==> src/rtl/fft_out_reorder_pkg.sv <==
// Shared constants, types and helpers for the FFT output reorder buffer.
package fft_out_reorder_pkg;

  localparam int unsigned N     = 32;
  localparam int unsigned LOG2N = 5;
  localparam int unsigned WIDTH = 9;

  // One complex sample, signed fixed-point (6,3) per component.
  typedef struct packed {
    logic signed [WIDTH-1:0] r;
    logic signed [WIDTH-1:0] i;
  } sample_t;

  typedef enum logic [0:0] {
    StIdle,
    StRead
  } rd_state_e;

  // Reverse the bit order of a frame index.
  function automatic logic [LOG2N-1:0] bitrev(input logic [LOG2N-1:0] a);
    logic [LOG2N-1:0] b;
    for (int unsigned k = 0; k < LOG2N; k++) begin
      b[k] = a[LOG2N-1-k];
    end
    return b;
  endfunction

endpackage

==> src/rtl/fft_reorder_mem.sv <==
// Two-bank frame store: one synchronous write port, one combinational read port.
module fft_reorder_mem
  import fft_out_reorder_pkg::*;
#(
  parameter int unsigned N     = fft_out_reorder_pkg::N,
  parameter int unsigned LOG2N = fft_out_reorder_pkg::LOG2N
) (
  input  logic             clk,
  input  logic             we,
  input  logic             wbank,
  input  logic [LOG2N-1:0] waddr,
  input  sample_t          wdata,
  input  logic             rbank,
  input  logic [LOG2N-1:0] raddr,
  output sample_t          rdata
);

  // Bank select is the address MSB; contents are intentionally not reset.
  sample_t mem_q [2*N];

  // Write port.
  always_ff @(posedge clk) begin
    if (we) begin
      mem_q[{wbank, waddr}] <= wdata;
    end
  end

  assign rdata = mem_q[{rbank, raddr}];

endmodule

==> src/rtl/fft_out_reorder.sv <==
// Restores natural order on bit-reversed SDF FFT frames using ping-pong banks.
// Writer fills one bank at bit-reversed addresses; reader streams the other
// bank in natural order through a valid/ready output register.
module fft_out_reorder
  import fft_out_reorder_pkg::*;
#(
  // Must match the package constants (bitrev and sample_t are sized by them).
  parameter int unsigned N     = fft_out_reorder_pkg::N,
  parameter int unsigned LOG2N = fft_out_reorder_pkg::LOG2N,
  parameter int unsigned WIDTH = fft_out_reorder_pkg::WIDTH
) (
  input  logic             clk,
  input  logic             rst,
  input  logic             in_valid,
  input  logic [WIDTH-1:0] in_r,
  input  logic [WIDTH-1:0] in_i,
  input  logic             out_ready,
  output logic             out_valid,
  output logic [WIDTH-1:0] out_r,
  output logic [WIDTH-1:0] out_i,
  output logic [LOG2N-1:0] out_idx,
  output logic             out_last,
  output logic             overflow
);

  localparam logic [LOG2N-1:0] LastIdx = LOG2N'(N - 1);

  // Write side state
  logic [LOG2N-1:0] wcnt_q, wcnt_d;
  logic             wbank_q, wbank_d;
  logic [1:0]       full_q, full_d;

  // Read side state
  rd_state_e        state_q, state_d;
  logic             rbank_q, rbank_d;
  logic [LOG2N-1:0] raddr_q, raddr_d;

  // Output register
  logic             out_valid_q, out_valid_d;
  logic [WIDTH-1:0] out_r_q, out_r_d;
  logic [WIDTH-1:0] out_i_q, out_i_d;
  logic [LOG2N-1:0] out_idx_q, out_idx_d;
  logic             out_last_q, out_last_d;

  logic    we;
  logic    wr_last;
  logic    rd_last;
  logic    adv;
  sample_t wr_sample;
  sample_t rd_sample;

  assign wr_sample.r = in_r;
  assign wr_sample.i = in_i;

  fft_reorder_mem #(
    .N     (N),
    .LOG2N (LOG2N)
  ) u_mem (
    .clk   (clk),
    .we    (we),
    .wbank (wbank_q),
    .waddr (bitrev(wcnt_q)),
    .wdata (wr_sample),
    .rbank (rbank_q),
    .raddr (raddr_q),
    .rdata (rd_sample)
  );

  // Write side: accept into the current bank unless it still holds an unread frame.
  always_comb begin
    we       = in_valid && !full_q[wbank_q];
    overflow = in_valid && full_q[wbank_q];
    wr_last  = we && (wcnt_q == LastIdx);
    wcnt_d   = we ? wcnt_q + 1'b1 : wcnt_q;
    wbank_d  = wr_last ? ~wbank_q : wbank_q;
  end

  // Read side FSM and output register next-state.
  always_comb begin
    adv         = !out_valid_q || out_ready;
    state_d     = state_q;
    rbank_d     = rbank_q;
    raddr_d     = raddr_q;
    rd_last     = 1'b0;
    out_valid_d = out_valid_q;
    out_r_d     = out_r_q;
    out_i_d     = out_i_q;
    out_idx_d   = out_idx_q;
    out_last_d  = out_last_q;

    unique case (state_q)
      StIdle: begin
        if (adv) begin
          if (full_q[rbank_q]) begin
            // raddr_q is always 0 here; it wrapped after the previous frame.
            out_valid_d = 1'b1;
            out_r_d     = rd_sample.r;
            out_i_d     = rd_sample.i;
            out_idx_d   = raddr_q;
            out_last_d  = 1'b0;
            raddr_d     = raddr_q + 1'b1;
            state_d     = StRead;
          end else begin
            out_valid_d = 1'b0;
            out_last_d  = 1'b0;
          end
        end
      end
      StRead: begin
        if (adv) begin
          out_valid_d = 1'b1;
          out_r_d     = rd_sample.r;
          out_i_d     = rd_sample.i;
          out_idx_d   = raddr_q;
          out_last_d  = (raddr_q == LastIdx);
          raddr_d     = raddr_q + 1'b1;
          if (raddr_q == LastIdx) begin
            // Bank fully consumed: release it so the writer can reuse it.
            rd_last = 1'b1;
            rbank_d = ~rbank_q;
            state_d = StIdle;
          end
        end
      end
      default: state_d = StIdle;
    endcase
  end

  // Full flags: reader clear first, writer set after, so a same-cycle pair never loses a frame.
  always_comb begin
    full_d = full_q;
    if (rd_last) full_d[rbank_q] = 1'b0;
    if (wr_last) full_d[wbank_q] = 1'b1;
  end

  // State registers.
  always_ff @(posedge clk or posedge rst) begin
    if (rst) begin
      wcnt_q      <= '0;
      wbank_q     <= 1'b0;
      full_q      <= 2'b00;
      state_q     <= StIdle;
      rbank_q     <= 1'b0;
      raddr_q     <= '0;
      out_valid_q <= 1'b0;
      out_r_q     <= '0;
      out_i_q     <= '0;
      out_idx_q   <= '0;
      out_last_q  <= 1'b0;
    end else begin
      wcnt_q      <= wcnt_d;
      wbank_q     <= wbank_d;
      full_q      <= full_d;
      state_q     <= state_d;
      rbank_q     <= rbank_d;
      raddr_q     <= raddr_d;
      out_valid_q <= out_valid_d;
      out_r_q     <= out_r_d;
      out_i_q     <= out_i_d;
      out_idx_q   <= out_idx_d;
      out_last_q  <= out_last_d;
    end
  end

  assign out_valid = out_valid_q;
  assign out_r     = out_r_q;
  assign out_i     = out_i_q;
  assign out_idx   = out_idx_q;
  assign out_last  = out_last_q;

endmodule

==> config.mk <==
export PLATFORM = sky130hd
export DESIGN_NAME = fft_out_reorder
export DESIGN_NICKNAME = d
export VERILOG_FILES = /design/src/rtl/fft_out_reorder_pkg.sv /design/src/rtl/fft_reorder_mem.sv /design/src/rtl/fft_out_reorder.sv
export SDC_FILE = /design/constraint.sdc
export NUM_CORES = 1
export LEC_CHECK = 0
export CAP_MARGIN = 20
export CELL_PAD_IN_SITES_DETAIL_PLACEMENT = 1
export CELL_PAD_IN_SITES_GLOBAL_PLACEMENT = 2
export CORE_MARGIN = 3
export CORE_UTILIZATION = 30
export CTS_CLUSTER_SIZE = 40
export DETAILED_ROUTE_END_ITERATION = 12
export PLACE_DENSITY_LB_ADDON = 0.1
export SLEW_MARGIN = 20
export SYNTH_ARGS = -nofsm -noshare
export SYNTH_HDL_FRONTEND = slang
export SYNTH_SLANG_ARGS = --single-unit
export TNS_END_PERCENT = 10
==> constraint.sdc <==
create_clock -name clk -period 3.2 [get_ports clk]
set_input_delay 0.64 -clock clk [delete_from_list [all_inputs] [get_ports clk]]
set_output_delay 0.64 -clock clk [all_outputs]
set_load 0.01 [all_outputs]
==> run_results.csv <==
group,metric,value,unit
outcome,status,"finished, final reports clean",
sta,setup_viol,0,
worst_setup_path,critPathLaunchType,"register",
routing,viasPerCell,5.01,
routing,firstDrtPassIters,5,
worst_setup_path,setup.worst_path.class,"register to register",
cells_and_area,fillerInstances,14700,
worst_setup_path,required,3.83,ns
synthesis,synth_compound_area_frac,0.0438,
sta,clock-skew-final,0.0308,ns
cells_and_area,multi_input_area,10000,sq um
clocking,cts_tree,"done",
synthesis,synth.ff_latch_count,1192,
floorplanning,die_h,398,um
synthesis,yosys.area_share.adder,0.00109,
worst_setup_path,arrival,3.81,ns
routing,wirelength,146000,um
synthesis,synth_xor_area_frac,0.00133,
job,maxCapViolations,0,
placement,io_buffers,47,
clocking,clk_pin_slew,0.06,ns
placement,gp_congestion,0.792,
grt,grt_usage,0.185,
synthesis,synth-simple-area-share,0.0151,
clocking,htreeDepth,4,
synthesis,synth_top_family_by_area,"multiplexers",
floorplanning,io_pins,48,
synthesis,syn_area_per_cell,21.0,sq um
cells_and_area,utilization,0.369,
clocking,numCtsBuffers,141,
power_and_ir_drop,design_power_total,48300,uW
floorplanning,rows,143,
clocking,cts_sinks,1192,
synthesis,syn_inst,2196,
routing,drtIter0Drc,1812,
clocking,cts_buffer_depth,3,
cells_and_area,seqCellArea,35600,sq um
cells_and_area,finish.instance_area,56100,sq um
power_and_ir_drop,power_leakage,0.0180,uW
power_and_ir_drop,p_per_area,861,nW/um^2
sta,worst_slew_pin_slew,1.02,ns
sta,grt_setup_unrepaired,"yes",
sta,whs,0.253,ns
clocking,hold_buffers,0,
floorplanning,dieArea,158000,sq um
cells_and_area,layout-drive-gt1-share,0.312,
floorplanning,fp.dieW,398,um
cells_and_area,synthToLayoutAreaGrowth,21.9,%
synthesis,synth.net_count,2222,
synthesis,synthMuxAreaShare,0.150,
floorplanning,initial_core_util,0.303,
synthesis,netlist_area,46000,sq um
placement,placed_area,51700,sq um
synthesis,async_flop_share,0.0336,
floorplanning,coreArea,152000,sq um
clocking,post-cts-setup-buffers,0,
sta,hold_viol,0,
synthesis,synth_edf_count,1152,
synthesis,ys_warn_count,0,
cells_and_area,final_cell_mix,"edfxtp_1 (1,152), mux4_2 (200), buf_4 (196)",
worst_setup_path,path_max_fanout,45,
grt,gr-total-overflow,0,
routing,wl_per_cell,31.1,um
grt,antenna_found_initial,11,
grt,grt_pass1_vias,25100,
sta,maxSlewViolCount,0,
grt,grt_pass1_wl,204000,um
synthesis,yosysUniqueCellTypes,46,
sta,min_period_over_period,0.994,
routing,drc_errors,0,
hold_path,hold_path.class,"primary input to async pin",
cells_and_area,fin_nets,2564,
sta,maxSlewHeadroom,0.322,
worst_setup_path,end_kind,"register",
power_and_ir_drop,vdd_drop_max,0.000489,V
routing,via_count,23400,
sta,fmax,314,MHz
synthesis,synth-main-ff-cell,"edfxtp_1",
cells_and_area,layout_commonest_cell,"edfxtp_1",
clocking,cts-root-buf,"clkbuf_16",
synthesis,seq_area_frac_synth,0.774,
grt,grt_max_degree,65,
clocking,clk_latency,0.75,ns
sta,min_period,3.18,ns
placement,dp_hpwl,91300,um
routing,final_antenna_net_count,0,
## power breakdown
group | internal [uW] | switching (uW) | leakage [uW] | total [uW]
clock network | 8900 | 6210 | 0.00210 | 15100
logic | 6390 | 8240 | 0.00505 | 14600
registers | 17800 | 752 | 0.0108 | 18600
total | 33100 | 15200 | 0.0180 | 48300
## cell usage after synthesis, types with 13 or more instances
library cell  number  area share
o31a_1            13      0.0025
mux4_2           200       0.098
o21ai_0           39      0.0042
dfrtp_1           40       0.022
clkbuf_1          52      0.0042
mux2i_1          165       0.036
mux2_2            57       0.014
o22ai_1           49      0.0067
nand2_1           35      0.0029
a21oi_1           20      0.0022
nor2b_1           19      0.0026
a221oi_1          35      0.0067
a221o_1           17      0.0037
buf_2             51      0.0055
edfxtp_1        1152        0.75
a211oi_1          70       0.011
nor2_1            70      0.0057
o221ai_1          18      0.0034
## final timing paths
path	from	endpoint	slack, ns	cells past startpoint
min reg2reg	out_idx[3]	out_idx[3]	0.51	2
max	raddr_q[1]	out_i[0]	0.02	8
max reg2reg	raddr_q[1]	out_i[0]	0.02	8
min in group clk	in_i[7]	u_mem.mem_q[53][7]	0.39	1
max in group asynchronous	rst	out_r[3]	2.35	3
min	rst	raddr_q[1]	0.25	2
## critical path: stages, from the launching register on
cell and delay (ns):
dfrtp_4 0.74, buf_12 0.33, nand2b_1 0.20, buf_4 0.21
a211oi_1 0.44, o31a_1 0.32, a221oi_1 0.13, buf_2 0.25
a221o_1 0.29
## metrics by stage
step,setup TNS [ns],cells,setup slack (ns)
after CTS,-0.00345,4675,-0.00345
final,0,4680,0.0186
after detailed placement,-0.747,4425,-0.362
after floorplan,0,2196,0.454
after global routing,-0.0788,4675,-0.0617
after global placement,-3.13,4421,-0.560
## cell type report
class,instances,area share
clock buffer,192,0.0689
antenna,5,0.000223
inverter,5,0.000335
clock inverter,58,0.00792
sequential,1192,0.635
timing repair buffer,330,0.0638
multi-input combinational,868,0.179
tap,2030,0.0453
## registers in the layout, summed over array words and instances, names as in the netlist, 2 cells and up
signal       count
full_q           2
out_i            9
out_idx          5
out_r            9
raddr_q          5
u_mem.mem_q   1152
wcnt_q           5
## layer usage
metal / vias up / share of wire / GRT usage
met4: 0 / 0.018 / 0.0424
met2: 525 / 0.50 / 0.311
met1: 12800 / 0.44 / 0.254
li1: 9931 / - / -
met5: - / 0 / 0
met3: 160 / 0.041 / 0.0283
## cells by family (layout without fill, tap and decap cells)
kind of cell,count (synthesis),count (layout)
buffers and inverters,136,585
and+or+nand+nor,153,153
xor gates and xnor gates,7,7
AOI/OAI and AO/OA,278,278
other,0,5
adders and majority gates,4,4
DFF,1192,1192
muxes,426,426
## repair_timing
action                     CTS  global route
resized for setup            8             7
pin swaps                    0             0
setup endpoints to repair    6             7
cloned                       0             0
No activity file was read; power rests on OpenSTA's default activity.
